==> src/rtl/quant_arb_pkg.sv <==
// -----------------------------------------------------------------------------
// quant_arb_pkg
// Shared ACO definitions for the quantizer arbiter slice:
//   - default input/output sample widths
//   - arbiter state encoding (IDLE=0, BUSY=1)
//   - clip limits of a signed O_BW-bit result, as functions of the width
// -----------------------------------------------------------------------------
package quant_arb_pkg;

    localparam int ACO_I_BW = 32'sd16;
    localparam int ACO_O_BW = 32'sd8;

    typedef enum logic {
        ST_IDLE = 1'b0,
        ST_BUSY = 1'b1
    } arb_state_t;

    // Largest value representable in a signed o_bw-bit sample (127 for 8 bits).
    function automatic int clip_max(input int o_bw);
        return (32'sd1 <<< (o_bw - 32'sd1)) - 32'sd1;
    endfunction

    // Smallest value representable in a signed o_bw-bit sample (-128 for 8 bits).
    function automatic int clip_min(input int o_bw);
        return -(32'sd1 <<< (o_bw - 32'sd1));
    endfunction

endpackage

==> src/rtl/quant_arb_quant.sv <==
// -----------------------------------------------------------------------------
// quant
// Combinational signed saturating quantizer, I_BW bits in, O_BW bits out.
// Values above the O_BW range clip to the maximum, values below clip to the
// minimum, everything else passes through as the low O_BW bits.
// Ports:
//   en_i   : enable; output is forced to zero when low
//   data_i : signed input sample
//   data_o : signed saturated sample
// -----------------------------------------------------------------------------
module quant
    import quant_arb_pkg::*;
#(
    parameter int I_BW = ACO_I_BW,
    parameter int O_BW = ACO_O_BW
) (
    input  logic            en_i,
    input  logic [I_BW-1:0] data_i,
    output logic [O_BW-1:0] data_o
);

    // Limits expressed at the input width so the comparisons stay signed and
    // width-matched.
    localparam logic signed [I_BW-1:0] LIM_MAX = I_BW'(clip_max(O_BW));
    localparam logic signed [I_BW-1:0] LIM_MIN = I_BW'(clip_min(O_BW));
    localparam logic [O_BW-1:0]        OUT_MAX = {1'b0, {(O_BW-1){1'b1}}};
    localparam logic [O_BW-1:0]        OUT_MIN = {1'b1, {(O_BW-1){1'b0}}};

    // Saturating narrow of the input sample.
    always_comb begin
        data_o = {O_BW{1'b0}};
        if (!en_i) begin
            data_o = {O_BW{1'b0}};
        end else if ($signed(data_i) > LIM_MAX) begin
            data_o = OUT_MAX;
        end else if ($signed(data_i) < LIM_MIN) begin
            data_o = OUT_MIN;
        end else begin
            data_o = data_i[O_BW-1:0];
        end
    end

endmodule

==> src/rtl/quant_arb.sv <==
// -----------------------------------------------------------------------------
// quant_arb
// Frame-granular round-robin arbiter sharing one saturating quantizer among
// NUM_CH streaming requesters. A channel keeps the grant from its first
// accepted beat through its last beat; a frame that stalls for TIMEOUT cycles
// is dropped and abort_o pulses.
// Ports:
//   clk_i, rst_i : clock, asynchronous active-high reset
//   en_i         : allows new grants (a running frame always finishes)
//   data_i       : packed samples, channel k at [k*I_BW +: I_BW]
//   valid_i      : per-channel sample valid
//   last_i       : per-channel end of frame, qualified by valid
//   ready_o      : per-channel accept (one-hot while a frame is granted)
//   data_o       : registered saturated sample
//   valid_o      : data_o valid
//   last_o       : final beat of the frame
//   chan_o       : source channel of data_o
//   sat_cnt_o    : clipped-sample count of the frame, non-zero only with last_o
//   abort_o      : one-cycle pulse when a frame is dropped by timeout
// -----------------------------------------------------------------------------
module quant_arb
    import quant_arb_pkg::*;
#(
    parameter int NUM_CH  = 4,
    parameter int I_BW    = ACO_I_BW,
    parameter int O_BW    = ACO_O_BW,
    parameter int TIMEOUT = 255,
    parameter int SAT_BW  = 16
) (
    input  logic                      clk_i,
    input  logic                      rst_i,
    input  logic                      en_i,
    input  logic [NUM_CH*I_BW-1:0]    data_i,
    input  logic [NUM_CH-1:0]         valid_i,
    input  logic [NUM_CH-1:0]         last_i,
    output logic [NUM_CH-1:0]         ready_o,
    output logic [O_BW-1:0]           data_o,
    output logic                      valid_o,
    output logic                      last_o,
    output logic [$clog2(NUM_CH)-1:0] chan_o,
    output logic [SAT_BW-1:0]         sat_cnt_o,
    output logic                      abort_o
);

    localparam int CH_W   = $clog2(NUM_CH);
    localparam int IDLE_W = $clog2(TIMEOUT + 1);

    localparam logic signed [I_BW-1:0] LIM_MAX = I_BW'(clip_max(O_BW));
    localparam logic signed [I_BW-1:0] LIM_MIN = I_BW'(clip_min(O_BW));

    // First requester searching upward from ptr+1 with wrap-around, so the
    // channel that was served last has the lowest priority.
    function automatic logic [CH_W-1:0] rr_pick(input logic [NUM_CH-1:0] req,
                                                input logic [CH_W-1:0]   ptr);
        logic [CH_W-1:0] pick;
        logic [CH_W-1:0] idx;
        logic            found;
        pick  = ptr;
        found = 1'b0;
        for (int i = 1; i <= NUM_CH; i++) begin
            idx   = CH_W'((int'(ptr) + i) % NUM_CH);
            pick  = (!found && req[idx]) ? idx : pick;
            found = found | req[idx];
        end
        return pick;
    endfunction

    arb_state_t          state_r, state_nxt_s;
    logic [CH_W-1:0]     gnt_r, gnt_nxt_s;
    logic [CH_W-1:0]     ptr_r, ptr_nxt_s;
    logic [NUM_CH-1:0]   ready_r, ready_nxt_s;
    logic [IDLE_W-1:0]   idle_cnt_r, idle_cnt_nxt_s;
    logic [SAT_BW-1:0]   sat_cnt_r, sat_cnt_nxt_s, sat_inc_s;

    logic [I_BW-1:0]     sample_s;
    logic [O_BW-1:0]     quant_s;
    logic                clip_s;
    logic                start_s;
    logic                accept_s;
    logic                last_beat_s;
    logic                timeout_s;

    logic [O_BW-1:0]     data_r, data_nxt_s;
    logic                valid_r, valid_nxt_s;
    logic                last_r, last_nxt_s;
    logic [CH_W-1:0]     chan_r, chan_nxt_s;
    logic [SAT_BW-1:0]   sat_out_r, sat_out_nxt_s;
    logic                abort_r, abort_nxt_s;

    // Select the granted channel's sample for the shared quantizer.
    always_comb begin
        sample_s = {I_BW{1'b0}};
        for (int k = 0; k < NUM_CH; k++) begin
            sample_s = (gnt_r == CH_W'(k)) ? data_i[k*I_BW +: I_BW] : sample_s;
        end
    end

    quant #(
        .I_BW (I_BW),
        .O_BW (O_BW)
    ) u_quant (
        .en_i   (1'b1),
        .data_i (sample_s),
        .data_o (quant_s)
    );

    // Handshake qualifiers; ready is high exactly on the granted channel in BUSY.
    always_comb begin
        clip_s      = ($signed(sample_s) > LIM_MAX) || ($signed(sample_s) < LIM_MIN);
        start_s     = (state_r == ST_IDLE) && en_i && (|valid_i);
        accept_s    = (state_r == ST_BUSY) && valid_i[gnt_r];
        last_beat_s = accept_s && last_i[gnt_r];
        // Fires on the stalled cycle that brings the idle count up to TIMEOUT.
        timeout_s   = (state_r == ST_BUSY) && !valid_i[gnt_r] &&
                      ((int'(idle_cnt_r) + 32'sd1) >= TIMEOUT);
        sat_inc_s   = (sat_cnt_r == {SAT_BW{1'b1}}) ? sat_cnt_r
                                                    : sat_cnt_r + SAT_BW'(1'b1);
    end

    // State, grant and priority-pointer registers.
    always_ff @(posedge clk_i or posedge rst_i) begin
        if (rst_i) begin
            state_r <= ST_IDLE;
            gnt_r   <= {CH_W{1'b0}};
            ptr_r   <= CH_W'(NUM_CH - 1);
            ready_r <= {NUM_CH{1'b0}};
        end else begin
            state_r <= state_nxt_s;
            gnt_r   <= gnt_nxt_s;
            ptr_r   <= ptr_nxt_s;
            ready_r <= ready_nxt_s;
        end
    end

    // Next-state logic: grant in IDLE, release on last beat or timeout.
    always_comb begin
        state_nxt_s = state_r;
        gnt_nxt_s   = gnt_r;
        ptr_nxt_s   = ptr_r;
        case (state_r)
            ST_IDLE: begin
                if (start_s) begin
                    state_nxt_s = ST_BUSY;
                    gnt_nxt_s   = rr_pick(valid_i, ptr_r);
                end else begin
                    state_nxt_s = ST_IDLE;
                end
            end
            ST_BUSY: begin
                if (last_beat_s || timeout_s) begin
                    state_nxt_s = ST_IDLE;
                    ptr_nxt_s   = gnt_r;
                end else begin
                    state_nxt_s = ST_BUSY;
                end
            end
            default: begin
                state_nxt_s = ST_IDLE;
            end
        endcase
        ready_nxt_s = (state_nxt_s == ST_BUSY)
                    ? ({{(NUM_CH-1){1'b0}}, 1'b1} << gnt_nxt_s)
                    : {NUM_CH{1'b0}};
    end

    // Idle and clip counter updates; both restart when a frame is granted.
    always_comb begin
        idle_cnt_nxt_s = idle_cnt_r;
        sat_cnt_nxt_s  = sat_cnt_r;
        if (start_s) begin
            idle_cnt_nxt_s = {IDLE_W{1'b0}};
            sat_cnt_nxt_s  = {SAT_BW{1'b0}};
        end else if (state_r == ST_BUSY) begin
            if (accept_s) begin
                idle_cnt_nxt_s = {IDLE_W{1'b0}};
                sat_cnt_nxt_s  = clip_s ? sat_inc_s : sat_cnt_r;
            end else if (timeout_s) begin
                idle_cnt_nxt_s = {IDLE_W{1'b0}};
            end else begin
                idle_cnt_nxt_s = idle_cnt_r + IDLE_W'(1'b1);
            end
        end else begin
            idle_cnt_nxt_s = {IDLE_W{1'b0}};
        end
    end

    // Counter registers.
    always_ff @(posedge clk_i or posedge rst_i) begin
        if (rst_i) begin
            idle_cnt_r <= {IDLE_W{1'b0}};
            sat_cnt_r  <= {SAT_BW{1'b0}};
        end else begin
            idle_cnt_r <= idle_cnt_nxt_s;
            sat_cnt_r  <= sat_cnt_nxt_s;
        end
    end

    // Output decode: one registered beat per accepted input beat.
    always_comb begin
        data_nxt_s    = accept_s ? quant_s : {O_BW{1'b0}};
        chan_nxt_s    = accept_s ? gnt_r : {CH_W{1'b0}};
        valid_nxt_s   = accept_s;
        last_nxt_s    = last_beat_s;
        sat_out_nxt_s = last_beat_s ? sat_cnt_nxt_s : {SAT_BW{1'b0}};
        abort_nxt_s   = timeout_s;
    end

    // Output registers.
    always_ff @(posedge clk_i or posedge rst_i) begin
        if (rst_i) begin
            data_r    <= {O_BW{1'b0}};
            valid_r   <= 1'b0;
            last_r    <= 1'b0;
            chan_r    <= {CH_W{1'b0}};
            sat_out_r <= {SAT_BW{1'b0}};
            abort_r   <= 1'b0;
        end else begin
            data_r    <= data_nxt_s;
            valid_r   <= valid_nxt_s;
            last_r    <= last_nxt_s;
            chan_r    <= chan_nxt_s;
            sat_out_r <= sat_out_nxt_s;
            abort_r   <= abort_nxt_s;
        end
    end

    assign ready_o   = ready_r;
    assign data_o    = data_r;
    assign valid_o   = valid_r;
    assign last_o    = last_r;
    assign chan_o    = chan_r;
    assign sat_cnt_o = sat_out_r;
    assign abort_o   = abort_r;

endmodule
==> config.mk <==
export PLATFORM = sky130hd
export DESIGN_NAME = quant_arb
export DESIGN_NICKNAME = d
export VERILOG_FILES = /design/src/rtl/quant_arb_pkg.sv /design/src/rtl/quant_arb_quant.sv /design/src/rtl/quant_arb.sv
export SDC_FILE = /design/constraint.sdc
export NUM_CORES = 1
export LEC_CHECK = 0
export CORE_MARGIN = 4
export CORE_UTILIZATION = 25
export DETAILED_ROUTE_END_ITERATION = 8
export GPL_TIMING_DRIVEN = 1
export PLACE_DENSITY = 0.54
export SKIP_CTS_REPAIR_TIMING = 1
export SKIP_LAST_GASP = 1
export SYNTH_ARGS = -nofsm -noshare
export SYNTH_HDL_FRONTEND = slang
export SYNTH_SLANG_ARGS = --single-unit
==> constraint.sdc <==
create_clock -name clk_i -period 4.6 [get_ports clk_i]
set_input_delay 1.38 -clock clk_i [delete_from_list [all_inputs] [get_ports clk_i]]
set_output_delay 1.38 -clock clk_i [all_outputs]
set_load 0.02 [all_outputs]
==> results_dict.tcl <==
set metrics [dict create \
    n_antenna_cell 0 \
    pwr-share-seq_pct 32.7 \
    p_int_w 0.001501 \
    worst_path_largest_cell_delay_ps 590 \
    core_mm2 0.01267 \
    synth_flop_cell "dfrtp_1" \
    synth_edf_count 0 \
    ys_warn_count 0 \
    cap_violations 0 \
    vias 2660 \
    setup_violations 0 \
    postRouteAntennaNets 0 \
    critPathKind "in -> reg" \
    hold_viol 0 \
    outcome "finished clean" \
    die_y_um 122.1 \
    htree_levels 3 \
    worst_setup_path_start_kind "input pin" \
    max_clock_freq_mhz 266.2 \
    wl_met2_mm 4.461 \
    wirelength_mm 8.987 \
    cp.required_ps 4800 \
    dp_hpwl_mm 7.027 \
    cts_tree "yes" \
    drc_errors 0 \
    worst-path-buf-inv 1 \
    avgSynthCellArea_um2 11.22 \
    final_cell_mix "107 x clkdlybuf4s50_1, 60 x dfrtp_1, 45 x nor2_1" \
    met1Wirelength_mm 3.903 \
    drt_iter0_markers 72 \
    crit_arrival_ps 3950 \
    clock_sinks 62 \
    crit_chain "clkdlybuf4s50_1 > mux4_2 > or4_4 > o211ai_4 > a221oi_1 > xnor2_1 > nor2_1" \
    grt_pass1_vias 2875 \
    final.period_utilization_pct 81.66 \
    clockBufferDepth 2 \
    grt_max_degree 46 \
    path_clk_slew_ps 50 \
    grt.total_usage_pct 12.27 \
    syn_to_final_growth_pct 47.46 \
    synthDistinctLibCells 48 \
    layout.nets 478 \
    via_per_inst 4.610 \
    mostFrequentLayoutCell "clkdlybuf4s50_1" \
    cts_buffers 9 \
    fin_util_pct 37.86 \
    dp_slack_ps 495.8 \
    crit_slowest_cell "or4_4" \
    postLayoutSetupSlackWorst_ps 843.7 \
    endpoint_kind "register" \
    syn_nets 368 \
    synthTopCellsByArea "dfrtp_1 46%, mux4_2 12%, nor2_1 5.2%, xnor2_1 3.5%, o21ai_0 2.2%" \
    port_buffers 107 \
    fin_tns_setup_ps 0 \
    tightest_slew_ps 943.4 \
    leakagePower_nw 1.930 \
    ys_seq_area_share_pct 47.77 \
    yosysTopAreaCellShare_pct 46.15 \
    die_area_mm2 0.01490 \
    hold_ws_ps 548.0 \
    synthArstFlopShare_pct 100.0 \
    wl_per_cell_um 15.58 \
    grt_pass1_wl_mm 14.32 \
    root_buffer "clkbuf_16" \
    overflow 0 \
    fin_cells 577 \
    placedCellCount 561 \
    antenna_found_initial 0 \
    critical_path.max_fanout 18 \
    dr_wl_met3_um 460 \
    initial_core_util_pct 25.67 \
    powerDensity_mw_per_mm2 475.9 \
    sw_frac_of_total_pct 34.27 \
    syn-cell-area_mm2 0.003253 \
    yosys.area.top_type "dfrtp_1" \
    rsz0062_at_grt "no" \
    drt-pass1-iter-count 4 \
    critical_path.top_delay_family "compound AO/OA/AOI/OAI gates" \
    slew_headroom_pct 37.02 \
    hp-class "reg -> reg" \
    power.share.clock_pct 28.2 \
    drive_above_1_share_pct 13.33 \
    fin_skew_ps 6.686 \
    top_layer "met4" \
    final_max_slew_viol_count 0 \
    irDropWorstVdd_mv 0.2244 \
    clk_latency_ps 320 \
    switchingPower_w 0.0007825 \
    n_fill_cell 1261 \
    synthCells 290 \
    comb_power_share_pct 39.1 \
    die-width_um 122.1 \
    place.gp.congestion 0.7718 \
    placementRows 41 \
    finalCriticalPeriod_ps 3756 \
    pin_count 108 \
    ys_seq_elements 62 \
]
[power by group through the flow]
| stage | logic (W) | registers [W] | clock network (W) |
|---|---|---|---|
| floorplan | 0.000573 | 0.000766 | 0 |
| global placement | 0.000889 | 0.000756 | 0 |
| detailed placement | 0.000905 | 0.000757 | 0 |
| CTS | 0.000907 | 0.000751 | 0.000657 |
| global route | 0.000968 | 0.000765 | 0.000682 |
| finish | 0.000893 | 0.000747 | 0.000643 |
[Yosys cell counts, types with 2 or more instances]
| cell | instances |
|---|---|
| dfrtp_1 | 60 |
| nor2_1 | 45 |
| inv_1 | 17 |
| mux4_2 | 17 |
| nand2_1 | 14 |
| o21ai_0 | 14 |
| xnor2_1 | 13 |
| nand3_1 | 9 |
| clkbuf_1 | 8 |
| a221oi_1 | 7 |
| nor3b_1 | 7 |
| and2_1 | 6 |
| nor3_1 | 5 |
| a211oi_1 | 4 |
| a21oi_1 | 4 |
| and3_1 | 4 |
| and4_1 | 4 |
| mux2_2 | 4 |
| a221oi_2 | 3 |
| a31oi_1 | 3 |
| buf_6 | 3 |
| ha_1 | 3 |
| mux2i_1 | 3 |
| nand4_1 | 3 |
| xor2_1 | 3 |
| buf_1 | 2 |
| dfstp_2 | 2 |
| nand3b_1 | 2 |
| or4_4 | 2 |
[through the flow]
| stage | total power, W | cell area (um^2) |
|---|---|---|
| after floorplan | 0.001339 | 3253 |
| after global placement | 0.001645 | 4513 |
| after detailed placement | 0.001662 | 4513 |
| after CTS | 0.002315 | 4797 |
| after global routing | 0.002416 | 4797 |
| final | 0.002283 | 4797 |
[final cells by class]
| class | count | area [um^2] | share of cell area [%] |
|---|---|---|---|
| clock buffers | 12 | 236.5 | 4.930 |
| repair buffers | 113 | 1116 | 23.27 |
| inverters | 17 | 63.81 | 1.330 |
| clock inverters | 4 | 47.55 | 0.9911 |
| multi-input cells | 197 | 1564 | 32.60 |
| flip-flops and latches | 62 | 1554 | 32.39 |
| well taps | 172 | 215.2 | 4.486 |
[routing by layer]
| metal | track usage [%] | vias up |
|---|---|---|
| li1 | - | 1273 |
| met1 | 15.01 | 1307 |
| met5 | 0 | - |
| met3 | 3.157 | 13 |
| met4 | 4.199 | 0 |
| met2 | 21.03 | 67 |
[logic make-up after synthesis]
group                      Yosys count  synth area share (%)
and+or+nand+nor                    106                 16.46
DFF                                 62                 47.77
AOI/OAI and AO/OA                   48                 11.92
buffers and inverters               31                 4.308
muxes                               24                 14.08
xor gates and xnor gates            16                 4.308
adders and majority gates            3                 1.154
[flip-flops by register name, summed over array words and instances, names as in the netlist]
register / cells
abort_o: 1
chan_o: 2
data_o: 8
gnt_r: 2
idle_cnt_r: 8
last_o: 1
ptr_r: 2
ready_o: 4
sat_cnt_o: 16
sat_cnt_r: 16
state_r: 1
valid_o: 1
[worst paths after layout]
| kind | startpoint | slack [ps] | endpoint | cells after the start |
|---|---|---|---|---|
| max in group asynchronous | rst_i | 2220 | sat_cnt_r[1]$_DFF_PP0_ | 3 |
| worst min-delay path | idle_cnt_r[0]$_DFF_PP0_ | 550 | idle_cnt_r[0]$_DFF_PP0_ | 1 |
| worst max-delay path | data_i[61] | 840 | sat_cnt_o[4]$_DFF_PP0_ | 7 |
| min in group asynchronous | rst_i | 1600 | data_o[4]$_DFF_PP0_ | 2 |
| worst min register to register | idle_cnt_r[0]$_DFF_PP0_ | 550 | idle_cnt_r[0]$_DFF_PP0_ | 1 |
| worst max register to register | gnt_r[0]$_DFF_PP0_ | 1370 | sat_cnt_o[4]$_DFF_PP0_ | 7 |
Power figures use the tool's default switching activity.
